**config.mk**
```make
export PLATFORM = sky130hd
export DESIGN_NAME = trigger_sequencer
export DESIGN_NICKNAME = d
export VERILOG_FILES = /design/src/rtl/trigger_sequencer.sv
export SDC_FILE = /design/constraint.sdc
export NUM_CORES = 1
export LEC_CHECK = 0
export ABC_CLOCK_PERIOD_IN_PS = 4200
export BUFFER_PORTS_ARGS = -buffer_cell sky130_fd_sc_hd__clkbuf_2
export CAP_MARGIN = 10
export CORE_MARGIN = 8
export CORE_UTILIZATION = 52
export CTS_BUF_LIST = sky130_fd_sc_hd__clkbuf_8
export DETAILED_ROUTE_END_ITERATION = 10
export GPL_TIMING_DRIVEN = 0
export PLACE_DENSITY = 0.7
export SLEW_MARGIN = 20
export SYNTH_ARGS = -nofsm -noshare
export SYNTH_HDL_FRONTEND = slang
export SYNTH_SLANG_ARGS = --single-unit
export TNS_END_PERCENT = 10
```
**constraint.sdc**
```tcl
create_clock -name fastclk -period 4.2 [get_ports fastclk]
set_input_delay 0.42 -clock fastclk [delete_from_list [all_inputs] [get_ports fastclk]]
set_output_delay 0.42 -clock fastclk [all_outputs]
set_load 0.03 [all_outputs]
```
**src/rtl/trigger_sequencer.sv**
```systemverilog
// trigger_sequencer: buffers words in a small FIFO and shifts them MSB-first
// onto `trigger`, holding each bit for one encoder frame (2 or 4 fastclk
// cycles) so the downstream encoder always samples a stable bit.
module trigger_sequencer #(
    parameter int WORD_W     = 8,
    parameter int FIFO_DEPTH = 4
) (
    input  logic              fastclk,
    input  logic              reset_n,
    input  logic              mode,
    input  logic [WORD_W-1:0] in_data,
    input  logic              in_valid,
    output logic              in_ready,
    input  logic              flush,
    output logic              trigger,
    output logic              frame_start,
    output logic              word_done,
    output logic              busy
);

    localparam int AW = $clog2(FIFO_DEPTH);
    localparam int BW = $clog2(WORD_W);
    localparam logic [AW:0]   COUNT_FULL = (AW + 1)'(FIFO_DEPTH);
    localparam logic [BW-1:0] LAST_BIT   = BW'(WORD_W - 1);

    typedef enum logic {
        IDLE,
        SHIFT
    } state_t;

    state_t state, state_nxt;

    logic [1:0]        phase;
    logic              mode_q;
    logic [WORD_W-1:0] mem [FIFO_DEPTH];
    logic [AW-1:0]     wr_ptr;
    logic [AW-1:0]     rd_ptr;
    logic [AW:0]       count;
    logic [WORD_W-1:0] sreg;
    logic [BW-1:0]     bit_cnt;

    logic boundary;
    logic fifo_empty;
    logic push;
    logic pop;
    logic load;
    logic advance;
    logic finish;

    // The boundary edge is the one on which phase wraps back to zero.
    assign boundary    = mode_q ? (phase == 2'd3) : (phase == 2'd1);
    assign frame_start = (phase == 2'd0);
    assign fifo_empty  = (count == '0);
    // A full FIFO stays not-ready even if a pop frees a slot this cycle.
    assign in_ready    = (count < COUNT_FULL) && !flush;
    assign push        = in_valid && in_ready;
    assign busy        = (state == SHIFT) || !fifo_empty;

    // Free-running frame phase counter and frame-length latch.
    always_ff @(posedge fastclk or negedge reset_n) begin
        if (!reset_n) begin
            phase  <= 2'd0;
            mode_q <= 1'b0;
        end else begin
            phase <= boundary ? 2'd0 : phase + 2'd1;
            // Frame length may only change when nothing is queued or in flight.
            if (boundary && (state == IDLE) && fifo_empty && !push) begin
                mode_q <= mode;
            end
        end
    end

    // FSM state register.
    always_ff @(posedge fastclk or negedge reset_n) begin
        if (!reset_n) begin
            state <= IDLE;
        end else begin
            state <= state_nxt;
        end
    end

    // Next-state and shift control; every transition happens on a boundary edge.
    always_comb begin
        state_nxt = state;
        pop       = 1'b0;
        load      = 1'b0;
        advance   = 1'b0;
        finish    = 1'b0;
        if (flush) begin
            state_nxt = IDLE;
        end else if (boundary) begin
            case (state)
                IDLE: begin
                    if (!fifo_empty) begin
                        pop       = 1'b1;
                        load      = 1'b1;
                        state_nxt = SHIFT;
                    end
                end
                SHIFT: begin
                    if (bit_cnt != '0) begin
                        advance = 1'b1;
                    end else begin
                        finish = 1'b1;
                        // Chain straight into the next word without a gap frame.
                        if (!fifo_empty) begin
                            pop  = 1'b1;
                            load = 1'b1;
                        end else begin
                            state_nxt = IDLE;
                        end
                    end
                end
                default: state_nxt = IDLE;
            endcase
        end
    end

    // FIFO pointers and occupancy; flush clears everything and drops the push.
    always_ff @(posedge fastclk or negedge reset_n) begin
        if (!reset_n) begin
            wr_ptr <= '0;
            rd_ptr <= '0;
            count  <= '0;
        end else if (flush) begin
            wr_ptr <= '0;
            rd_ptr <= '0;
            count  <= '0;
        end else begin
            if (push) begin
                wr_ptr <= wr_ptr + 1'b1;
            end
            if (pop) begin
                rd_ptr <= rd_ptr + 1'b1;
            end
            case ({push, pop})
                2'b10:   count <= count + 1'b1;
                2'b01:   count <= count - 1'b1;
                default: count <= count;
            endcase
        end
    end

    // FIFO storage and shift-register data (no reset needed on data).
    always_ff @(posedge fastclk) begin
        if (push) begin
            mem[wr_ptr] <= in_data;
        end
        if (load) begin
            sreg <= mem[rd_ptr];
        end
    end

    // Serial output, bit counter and end-of-word pulse.
    always_ff @(posedge fastclk or negedge reset_n) begin
        if (!reset_n) begin
            trigger   <= 1'b0;
            word_done <= 1'b0;
            bit_cnt   <= '0;
        end else begin
            word_done <= finish;
            if (flush) begin
                trigger <= 1'b0;
            end else if (load) begin
                trigger <= mem[rd_ptr][WORD_W-1];
                bit_cnt <= LAST_BIT;
            end else if (advance) begin
                trigger <= sreg[bit_cnt - 1'b1];
                bit_cnt <= bit_cnt - 1'b1;
            end else if (finish) begin
                trigger <= 1'b0;
            end
        end
    end

endmodule
```
==> impl_metrics.env <==
export IMPL_worstPathCellList="buf_2, inv_1, ha_1, ha_1, nand2b_1, nand4b_4, nor3_1, fa_1, nor3_1, mux2i_1, o22ai_1"
export IMPL_drt_iter0_drc=53
export IMPL_cp_arrival_ns=2.70
export IMPL_drive_above_1_share_pct=21.1
export IMPL_firstDrtPassIters=4
export IMPL_setup_viol=0
export IMPL_ys_flop_type="edfxtp_1"
export IMPL_power_density_mw_per_mm2=549
export IMPL_synthesis_nets=176
export IMPL_cts_path_max_buffers=2
export IMPL_ctsHoldBuffers=0
export IMPL_fmax_mhz=407
export IMPL_io_buffers=16
export IMPL_netlist_area_mm2=0.00248
export IMPL_slowest_stage="fa_1"
export IMPL_crit_required_ns=4.44
export IMPL_antenna_found_initial=0
export IMPL_finalHoldViolCount=0
export IMPL_use_met2_pct=21.4
export IMPL_clk_pin_slew_ns=0.10
export IMPL_drcViolationCount=0
export IMPL_synthArstFlopShare_pct=28.6
export IMPL_power_leakage_nw=1.10
export IMPL_grt_pass1_vias=1415
export IMPL_vias=1316
export IMPL_grtUsageMet3_pct=3.67
export IMPL_synth_distinct_cells=41
export IMPL_ant_nets=0
export IMPL_syn_to_final_growth_pct=9.97
export IMPL_tns_ns=0
export IMPL_use_met1_pct=13.0
export IMPL_top_usage_layer="met2"
export IMPL_worstSkewPairLatency_ns=0.31
export IMPL_endpoint_kind="flip-flop"
export IMPL_post_cts_resized=0
export IMPL_start_util_pct=53.3
export IMPL_synth_seq_area_share_pct=64.5
export IMPL_rows=25
export IMPL_gp_congestion=0.739
export IMPL_ir_drop_mv=0.324
export IMPL_status="finished, final reports clean"
export IMPL_synth_edf_count=40
export IMPL_finalCriticalPeriod_ns=2.46
export IMPL_fin_crit_sh_pct=58.5
export IMPL_routed_via_density=5.62
export IMPL_slew_viol_final=0
export IMPL_drv_cap=0
export IMPL_cp_num_buf_inv=2
export IMPL_dpl_hpwl_um=2860
export IMPL_coreArea_mm2=0.00466
export IMPL_num_antenna_cells=0
export IMPL_cpPeakStageDelay_ns=0.39
export IMPL_die_area_mm2=0.00725
export IMPL_ioPinCount=18
export IMPL_ys_warnings_count=0
export IMPL_gr_total_overflow=0
export IMPL_synth_seq_cells=56
export IMPL_cts_root_buf="clkbuf_8"
export IMPL_hp_class="input port to asynchronous set/reset pin"
export IMPL_layout_nets=200
export IMPL_die_h_um=85.1
export IMPL_routedWlPerCell_um=16.8
export IMPL_grt_pass1_wl_um=6730
export IMPL_postCtsSetupBuffers=0
export IMPL_cp_start_kind="flip-flop"
export IMPL_synthCells=155
export IMPL_grt_max_degree=18
export IMPL_rsz0062_at_grt="false"
export IMPL_slew_headroom_pct=70.3
export IMPL_cts_buffers=5
export IMPL_path_max_fanout=7
export IMPL_die_w_um=85.1
export IMPL_cts_htree_levels=2
export IMPL_fillCellCount=353
export IMPL_cts_sinks=56
export IMPL_hold_slack_ns=0.0115
export IMPL_grt_use_total_pct=12.1
export IMPL_avgSynthCellArea_um2=16.0
export IMPL_worst_pin_slew_ns=0.446
export IMPL_tritoncts="done"
export IMPL_routed_wl_um=3930
export IMPL_fin_skew_ns=0.0119
export IMPL_cpLargestDelayFamily="adder cells"
export IMPL_crit_type="flip-flop to flip-flop"
==> final cells by class <==
type                            count  area, µm²  share of cell area, %
Clock buffer                        5       68.8                   2.52
Tap cell                           54       67.6                   2.47
Multi-Input combinational cell     84        806                   29.5
Sequential cell                    56       1600                   58.6
Buffer                              5       46.3                   1.69
Inverter                           10       37.5                   1.37
Timing Repair Buffer               17       85.1                   3.11
Clock inverter                      3       20.0                  0.733
==> per-layer routing <==
metal / up-vias / routed length, µm
met5: - / 0
met4: 0 / 65
met3: 6 / 192
met2: 27 / 2120
met1: 657 / 1550
li1: 626 / -
==> cells in the final DEF, fill, tap and decap left out, types with 6 or more instances in the layout <==
| cell type | count |
|---|---|
| edfxtp_1 | 40 |
| mux2i_1 | 6 |
| a21oi_1 | 6 |
| clkbuf_8 | 6 |
| inv_1 | 11 |
| mux4_1 | 7 |
| nor2_1 | 9 |
| ha_1 | 7 |
| dfrtp_1 | 16 |
| clkbuf_2 | 17 |
==> flip-flops by register name, indices dropped and copies added (netlist names) <==
name,cells
bit_cnt,3
count,3
mem,32
mode_q,1
phase,2
rd_ptr,2
sreg,8
state,1
trigger,1
word_done,1
wr_ptr,2
==> cells by family (layout without fill, tap and decap cells) <==
group | Yosys count | in the layout | synth area share [%]
buf+inv | 15 | 40 | 3.37
flops | 56 | 56 | 64.5
mux | 16 | 16 | 11.8
fa+ha+maj | 8 | 8 | 4.33
xor+xnor | 5 | 5 | 2.37
compound gates | 15 | 15 | 3.93
simple gates | 40 | 40 | 9.77
==> metrics by stage <==
step / total power, mW / util, % / std cells / cell area, µm² / setup WS, ns
4_1_cts: 1.52 / 58.6 / 234 / 2730 / 1.73
6_report: 1.50 / 58.6 / 234 / 2730 / 1.74
5_1_grt: 1.59 / 58.6 / 234 / 2730 / 1.53
3_3_place_gp: 1.20 / 56.5 / 225 / 2630 / 1.33
3_5_place_dp: 1.23 / 56.7 / 226 / 2640 / 1.76
2_1_floorplan: 1.12 / - / 155 / 2480 / 1.73
==> power breakdown <==
part,switching (mW),internal [mW]
registers,0.0498,0.669
clock network,0.168,0.116
logic,0.275,0.223
total,0.493,1.01
==> Yosys cell counts (all sizes together) (3+ instances only) <==
cell / instances / area [µm²]
a21oi: 6 / 30.0
and3: 4 / 25.0
buf: 3 / 27.5
dfrtp: 16 / 400
edfxtp: 40 / 1200
ha: 7 / 87.6
inv: 10 / 37.5
mux2i: 6 / 60.1
mux4: 8 / 206
nand2: 4 / 15.0
nand2b: 5 / 31.3
nor2: 9 / 33.8
nor3: 6 / 41.3
xnor2: 3 / 33.8
==> path summary, 6_finish.rpt <==
| kind | startpoint | end | slack [ns] | depth (start not counted) |
|---|---|---|---|---|
| worst max register to register | bit_cnt[0] | count[2] | 1.74 | 11 |
| worst min-delay path | reset_n | bit_cnt[0] | 0.01 | 1 |
| worst min register to register | bit_cnt[1] | bit_cnt[1] | 0.56 | 2 |
| min in group fastclk | in_data[4] | mem[1][4] | 0.33 | 1 |
| max in group asynchronous | reset_n | wr_ptr[0] | 3.90 | 1 |
| worst max-delay path | bit_cnt[0] | count[2] | 1.74 | 11 |
Power figures use the tool's default switching activity.
